<file path="src/rtl/adder_seq_ctrl.sv">
// Multi-byte add/subtract sequencer: one shared byte adder walks the operands
// LSB first, linking bytes through a registered carry, with valid/ready on both sides.

module adder_byte (
    input  logic [7:0] a,
    input  logic [7:0] b,
    input  logic       cin,
    output logic [7:0] sum,
    output logic       cout
);
    logic [8:0] full;

    always_comb begin
        full = {1'b0, a} + {1'b0, b} + {8'b0, cin};
    end

    assign sum  = full[7:0];
    assign cout = full[8];
endmodule

module adder_seq_ctrl #(
    parameter int NBYTES = 4
) (
    input  logic                clk,
    input  logic                rst_n,
    input  logic                in_valid,
    output logic                in_ready,
    input  logic [8*NBYTES-1:0] op_a,
    input  logic [8*NBYTES-1:0] op_b,
    input  logic                op_sub,
    output logic                out_valid,
    input  logic                out_ready,
    output logic [8*NBYTES-1:0] result,
    output logic                carry_out,
    output logic                overflow
);
    localparam int W    = 8 * NBYTES;
    localparam int IDXW = $clog2(NBYTES);
    localparam logic [IDXW-1:0] LAST_IDX = IDXW'(NBYTES - 1);

    typedef enum logic [1:0] {
        IDLE = 2'd0,
        RUN  = 2'd1,
        DONE = 2'd2
    } state_t;

    state_t state, state_next;

    logic [W-1:0]    a_reg;
    logic [W-1:0]    b_reg;
    logic            carry_reg;
    logic [IDXW-1:0] idx;
    logic [W-1:0]    result_reg;
    logic            carry_out_reg;
    logic            overflow_reg;

    logic            accept;
    logic            run_step;
    logic            last_byte;
    logic            retire;

    logic [7:0]      a_byte;
    logic [7:0]      b_byte;
    logic [7:0]      sum_byte;
    logic            carry_byte;

    // Byte lane select: idx concatenated with 3 zeros is the bit offset of the lane.
    always_comb begin
        a_byte = a_reg[{idx, 3'b000} +: 8];
        b_byte = b_reg[{idx, 3'b000} +: 8];
    end

    adder_byte u_adder_byte (
        .a    (a_byte),
        .b    (b_byte),
        .cin  (carry_reg),
        .sum  (sum_byte),
        .cout (carry_byte)
    );

    always_ff @(posedge clk or negedge rst_n) begin
        if (!rst_n) begin
            state <= IDLE;
        end else begin
            state <= state_next;
        end
    end

    always_comb begin
        state_next = state;
        in_ready   = 1'b0;
        out_valid  = 1'b0;
        accept     = 1'b0;
        run_step   = 1'b0;
        last_byte  = 1'b0;
        retire     = 1'b0;
        unique case (state)
            IDLE: begin
                in_ready = 1'b1;
                if (in_valid) begin
                    accept     = 1'b1;
                    state_next = RUN;
                end
            end
            RUN: begin
                run_step = 1'b1;
                if (idx == LAST_IDX) begin
                    last_byte  = 1'b1;
                    state_next = DONE;
                end
            end
            DONE: begin
                out_valid = 1'b1;
                if (out_ready) begin
                    retire     = 1'b1;
                    state_next = IDLE;
                end
            end
            default: state_next = IDLE;
        endcase
    end

    // Subtraction is A + ~B + 1: invert B at capture and seed the carry with op_sub.
    always_ff @(posedge clk or negedge rst_n) begin
        if (!rst_n) begin
            a_reg         <= '0;
            b_reg         <= '0;
            carry_reg     <= 1'b0;
            idx           <= '0;
            result_reg    <= '0;
            carry_out_reg <= 1'b0;
            overflow_reg  <= 1'b0;
        end else if (accept) begin
            a_reg      <= op_a;
            b_reg      <= op_sub ? ~op_b : op_b;
            carry_reg  <= op_sub;
            idx        <= '0;
            result_reg <= '0;
        end else if (run_step) begin
            result_reg[{idx, 3'b000} +: 8] <= sum_byte;
            carry_reg                      <= carry_byte;
            if (last_byte) begin
                idx           <= '0;
                carry_out_reg <= carry_byte;
                overflow_reg  <= (a_reg[W-1] == b_reg[W-1]) && (sum_byte[7] != a_reg[W-1]);
            end else begin
                idx <= idx + IDXW'(1);
            end
        end
    end

    assign result    = result_reg;
    assign carry_out = carry_out_reg;
    assign overflow  = overflow_reg;

    logic unused_retire;
    assign unused_retire = retire;
endmodule

</file>
<file path="config.mk">
export PLATFORM = sky130hd
export DESIGN_NAME = adder_seq_ctrl
export DESIGN_NICKNAME = d
export VERILOG_FILES = /design/src/rtl/adder_seq_ctrl.sv
export SDC_FILE = /design/constraint.sdc
export NUM_CORES = 1
export LEC_CHECK = 0
export CORE_MARGIN = 5
export CORE_UTILIZATION = 30
export DETAILED_ROUTE_END_ITERATION = 10
export GPL_TIMING_DRIVEN = 1
export SYNTH_ARGS = -nofsm -noshare
export SYNTH_HDL_FRONTEND = slang
export SYNTH_SLANG_ARGS = --single-unit
</file>
<file path="constraint.sdc">
create_clock -name clk -period 4.4 [get_ports clk]
set_clock_uncertainty 0.05 [all_clocks]
set_input_delay 0.44 -clock clk [delete_from_list [all_inputs] [get_ports clk]]
set_output_delay 0.44 -clock clk [all_outputs]
set_load 0.1 [all_outputs]
</file>
==> flow_metrics.py, run 1 <==
metrics = {
    "cts": {
        "cts_buffer_depth": 2,
        "cts_tree": "yes",
        "cts_root_buf": "clkbuf_16",
        "clock_latency_ps": 350,
        "h-tree-depth": 3,
        "cts_buffers": 9,
        "cts_hold_buf": 0,
        "clock_sinks": 103,
        "clk_pin_slew_ps": 70,
        "cts-resized-gates": 0,
        "post_cts_buffers": 0,
    },
    "logic_synthesis": {
        "async_flop_share_pct": 100,
        "ys.flop_type": "dfrtp_1",
        "postSynthNetCount": 464,
        "netlist_top_cells_count": "dfrtp_1, a21oi_1, nor2_1",
        "synthSimpleGateAreaFrac_pct": 6.49,
        "synth_top_cell_by_area": "dfrtp_1",
        "syn_area_per_cell_sq_um": 12.7,
        "synth_xor_area_share_pct": 6.69,
        "netlist_area_sq_um": 4840,
        "synth_fa_ha_area_share_pct": 3.67,
        "synth.area.top_cells": "dfrtp_1, mux2_2, mux4_2",
        "synth.top_cell.area_share_pct": 53.2,
        "synth.most_common_cell": "dfrtp_1",
        "yosys_warnings": 0,
        "synth_top_family_by_area": "multiplexers",
        "yosysUniqueCellTypes": 38,
        "syn_inst": 382,
        "ys_ff_latch": 103,
        "yosys-mux-area-fraction_pct": 14.9,
        "synth_seq_area_share_pct": 53.2,
        "synth_compound_area_share_pct": 12.6,
        "synth-edff-count": 0,
    },
    "place": {
        "io_buffers": 104,
        "post-dp-hpwl_um": 8960,
        "gp_congestion": 0.804,
    },
    "setup_path": {
        "crit_family": "adder cells",
        "cp_num_buf_inv": 0,
        "r2r-start": "idx[0]",
        "r2r_slack_ps": 1140,
        "reg2reg_to": "carry_reg",
        "path_common_cell": "fa_1",
        "cpPeakStageDelay_ps": 580,
        "cpMaxStageDelayCell": "mux4_2",
        "worst_setup_path_start_kind": "register",
        "crit_chain": "mux4_2 -> fa_1 -> fa_1 -> a211oi_1 -> o21bai_1 -> or3_1 -> a31oi_1 -> o221ai_1",
        "worst_setup_path_end_kind": "register",
        "crit_type": "reg -> reg",
        "required_ps": 4540,
        "crit_fanout": 7,
        "cp_data_arrival_time_ps": 3400,
        "reg2reg_depth": 8,
    },
    "hold_path": {
        "hold_path.class": "in -> async",
    },
    "detailed_routing": {
        "wirelength_um": 11700,
        "postRouteAntennaNets": 0,
        "wire_per_inst_um": 16.8,
        "drt_iter0_markers": 191,
        "via_per_inst": 4.80,
        "drcViolationCount": 0,
        "drt_first_pass_iters": 4,
        "vias": 3354,
    },
    "global_routing": {
        "grt_pass1_vias": 3459,
        "grt.overflow.total": 0,
        "grt_usage_pct": 12.9,
        "grt_max_degree": 72,
        "grt_pass1_wl_um": 18500,
        "antenna_found_initial": 0,
    },
    "die": {
        "die_h_um": 137,
        "ios": 105,
        "rows": 46,
        "die_w_um": 137,
        "core_sq_um": 15900,
        "start_util_pct": 30.5,
        "die_area_sq_um": 18800,
    },
    "sta": {
        "tightest_slew_ps": 993,
        "fin_crit_sh_pct": 74.2,
        "clock.fmax_ghz": 0.306,
        "min_period_ps": 3260,
        "relSlewSlack_pct": 33.6,
        "setup_violations": 0,
        "rsz0062_at_grt": "false",
        "final_max_slew_viol_count": 0,
        "tns_ps": 0,
        "finalHoldViolCount": 0,
    },
    "layout": {
        "antennaDiodeCount": 0,
        "layout-drive-gt1-share_pct": 15.5,
        "nFillCells": 1543,
        "final_nets": 560,
        "area_growth_pct": 31.6,
    },
    "job": {
        "maxCapViolations": 0,
    },
    "status": {
        "run_status": "finished, final reports clean",
    },
}
==> metrics by stage <==
stage               cell area [sq um]  std cells  setup slack [ps]  hold slack (ps)  util (%)
floorplan                        4840        382              1220             94.4         -
global placement                 6070        683              1220              435      38.2
detailed placement               6070        683              1140              444      38.2
CTS                              6370        699              1120              199      40.1
global route                     6370        699               905              233      40.1
finish                           6370        699              1140              150      40.1
==> metal layers <==
metal | vias to the layer above | track usage (%) | share of wire [%]
met3 | 13 | 3.38 | 6.8
met4 | 0 | 4.10 | 1.5
li1 | 1580 | - | -
met2 | 95 | 21.3 | 49
met1 | 1666 | 16.4 | 43
met5 | - | 0 | 0
==> worst register-to-register path: stages, from the launching register on <==
cell	delay, ps
dfrtp_1	540
mux4_2	580
fa_1	480
fa_1	460
a211oi_1	230
o21bai_1	110
or3_1	310
a31oi_1	220
o221ai_1	140
==> cells by family after synthesis <==
logic type,count (synthesis)
compound gates,91
flops,103
fa+ha+maj,13
xor+xnor,37
simple gates,64
mux,48
buf+inv,26
==> worst max-delay path by stage <==
stage,startpoint,cells after the start,to
final,idx[0],8,carry_reg
after global routing,idx[0],8,carry_reg
after CTS,idx[0],8,carry_reg
after detailed placement,idx[0],8,carry_reg
after global placement,idx[0],8,carry_reg
after floorplan,idx[0],9,carry_reg
==> area by class of cell <==
cell class	instances	area (sq um)	share of cell area [%]
Timing Repair Buffer	108	1060	16.7
Sequential cell	103	2580	40.5
Clock buffer	13	270	4.24
Clock inverter	3	26.3	0.413
Tap cell	216	270	4.24
Inverter	3	11.3	0.177
Multi-Input combinational cell	253	2150	33.8
==> cell usage in the layout, fill, tap and decap left out, types with 4 or more instances in the layout <==
master             n
clkdlybuf4s50_1  102
nand2_1            9
nor2_1            37
dfrtp_1          103
clkbuf_16          9
o21ai_0            4
mux4_2            16
mux2_2            32
buf_4              5
a21oi_1           41
ha_1              11
xnor2_1           35
a22o_1            31
Power of run 1 is not shown: default switching activity piles up to over one toggle a cycle in this logic, so the estimate is an artifact.
==> run 2, diff against run 1 <==
==> constraint.sdc (replaced) <==
create_clock -name clk -period 3 [get_ports clk]
set_clock_uncertainty 0.05 [all_clocks]
set_input_delay 0.3 -clock clk [delete_from_list [all_inputs] [get_ports clk]]
set_output_delay 0.3 -clock clk [all_outputs]
set_load 0.1 [all_outputs]
==> flow_metrics.py, run 2 (synthesis results as in run 1) <==
metrics = {
    "status": {
        "run_status": "finished, final reports clean",
    },
    "sta": {
        "rsz0062_at_grt": "false",
        "finalHoldViolCount": 0,
        "relSlewSlack_pct": 41.3,
        "setup_violations": 0,
        "min_period_ps": 2860,
        "final_max_slew_viol_count": 0,
        "clock.fmax_ghz": 0.350,
        "fin_crit_sh_pct": 95.2,
        "tightest_slew_ps": 881,
        "tns_ps": 0,
    },
    "cts": {
        "clock_latency_ps": 340,
        "cts_root_buf": "clkbuf_16",
        "cts_tree": "yes",
        "clk_pin_slew_ps": 70,
        "h-tree-depth": 3,
        "clock_sinks": 103,
        "cts_buffers": 9,
        "cts_buffer_depth": 2,
    },
    "setup_path": {
        "crit_fanout": 4,
        "worst_setup_path_end_kind": "register",
        "reg2reg_depth": 8,
        "crit_type": "reg -> reg",
        "r2r_slack_ps": 140,
        "cp_data_arrival_time_ps": 3010,
        "worst_setup_path_start_kind": "register",
        "r2r-start": "idx[0]",
        "required_ps": 3150,
        "reg2reg_to": "carry_reg",
    },
    "place": {
        "gp_congestion": 0.811,
        "post-dp-hpwl_um": 9180,
        "io_buffers": 104,
    },
    "detailed_routing": {
        "drt_iter0_markers": 200,
        "wire_per_inst_um": 16.9,
        "vias": 3393,
        "postRouteAntennaNets": 0,
        "drt_first_pass_iters": 4,
        "drcViolationCount": 0,
        "wirelength_um": 12000,
        "via_per_inst": 4.79,
    },
    "layout": {
        "area_growth_pct": 32.5,
        "final_nets": 569,
        "nFillCells": 1508,
        "antennaDiodeCount": 0,
        "layout-drive-gt1-share_pct": 25.0,
        "final_cell_mix": "dfrtp_1, clkdlybuf4s50_1, buf_4",
        "final_common_cell": "dfrtp_1",
    },
    "global_routing": {
        "grt_pass1_vias": 3491,
        "antenna_found_initial": 0,
        "grt_pass1_wl_um": 18500,
        "grt_max_degree": 54,
        "grt_usage_pct": 12.8,
        "grt.overflow.total": 0,
    },
    "hold_path": {
        "min_to": "a_reg[22]",
        "hold_path.startpoint": "a_reg[22]",
        "hold_depth": 1,
        "hold_path.class": "reg -> reg",
    },
    "job": {
        "maxCapViolations": 0,
    },
    "die": {
        "core_sq_um": 15900,
        "die_w_um": 137,
        "start_util_pct": 30.5,
        "ios": 105,
        "die_area_sq_um": 18800,
        "rows": 46,
        "die_h_um": 137,
    },
}
==> run 2: changes by cell type in the layout (fill, tap and decap cells not counted), moves of 2 or more <==
cell,before,now
bufinv_16,0,2
clkinv_4,3,1
fa_2,0,2
clkdlybuf4s50_1,102,66
buf_4,5,47
clkbuf_8,3,1
fa_1,2,0
buf_12,0,2
==> run 2: how the worst max path moves through the flow <==
stage            from        end  cells past startpoint
3_3_place_gp   idx[0]  carry_reg                      8
2_1_floorplan  idx[0]  carry_reg                      9
3_5_place_dp   idx[0]  carry_reg                      8
4_1_cts        idx[0]  carry_reg                      8
5_1_grt        idx[0]  carry_reg                      8
6_report       idx[0]  carry_reg                      8
==> run 2: repair_timing <==
item,in CTS,in global routing
endpoints found under the setup margin,0,11
endpoints found under the hold margin,50,0
resized for setup,0,2
setup buffers,0,1
hold buffers,1,0
==> run 2: final cells by class <==
cell class,count,area [sq um],share of cell area [%]
tap,216,270,4.21
clock inverter,5,81.3,1.27
timing repair buffer,117,1070,16.7
sequential,103,2580,40.2
clock buffer,11,243,3.78
multi-input combinational,253,2160,33.7
inverter,3,11.3,0.176
==> run 2: per-stage QoR <==
stage	std cells	setup WS (ps)	util (%)	hold slack (ps)	cell area, sq um
finish	708	144	40.4	456	6410
global route	708	6.03	40.4	465	6410
CTS	707	32.1	40.3	458	6400
detailed placement	690	53.6	38.2	316	6060
global placement	690	61.5	38.2	306	6060
floorplan	382	56.9	-	-45.6	4850
==> run 2: worst max-delay path: stages, from the launching register on <==
cell	delay (ps)
dfrtp_2	430
mux4_2	540
fa_2	390
fa_2	350
a211oi_1	210
o21bai_1	120
or3_1	330
a31oi_2	180
o221ai_1	120
==> run 2: routing by layer <==
layer | GRT usage [%] | wire length [um]
met3 | 3.16 | 783
met4 | 3.66 | 156
met5 | 0 | 0
met2 | 21.3 | 5810
met1 | 16.6 | 5200
Power of run 2 is left out for the same reason.
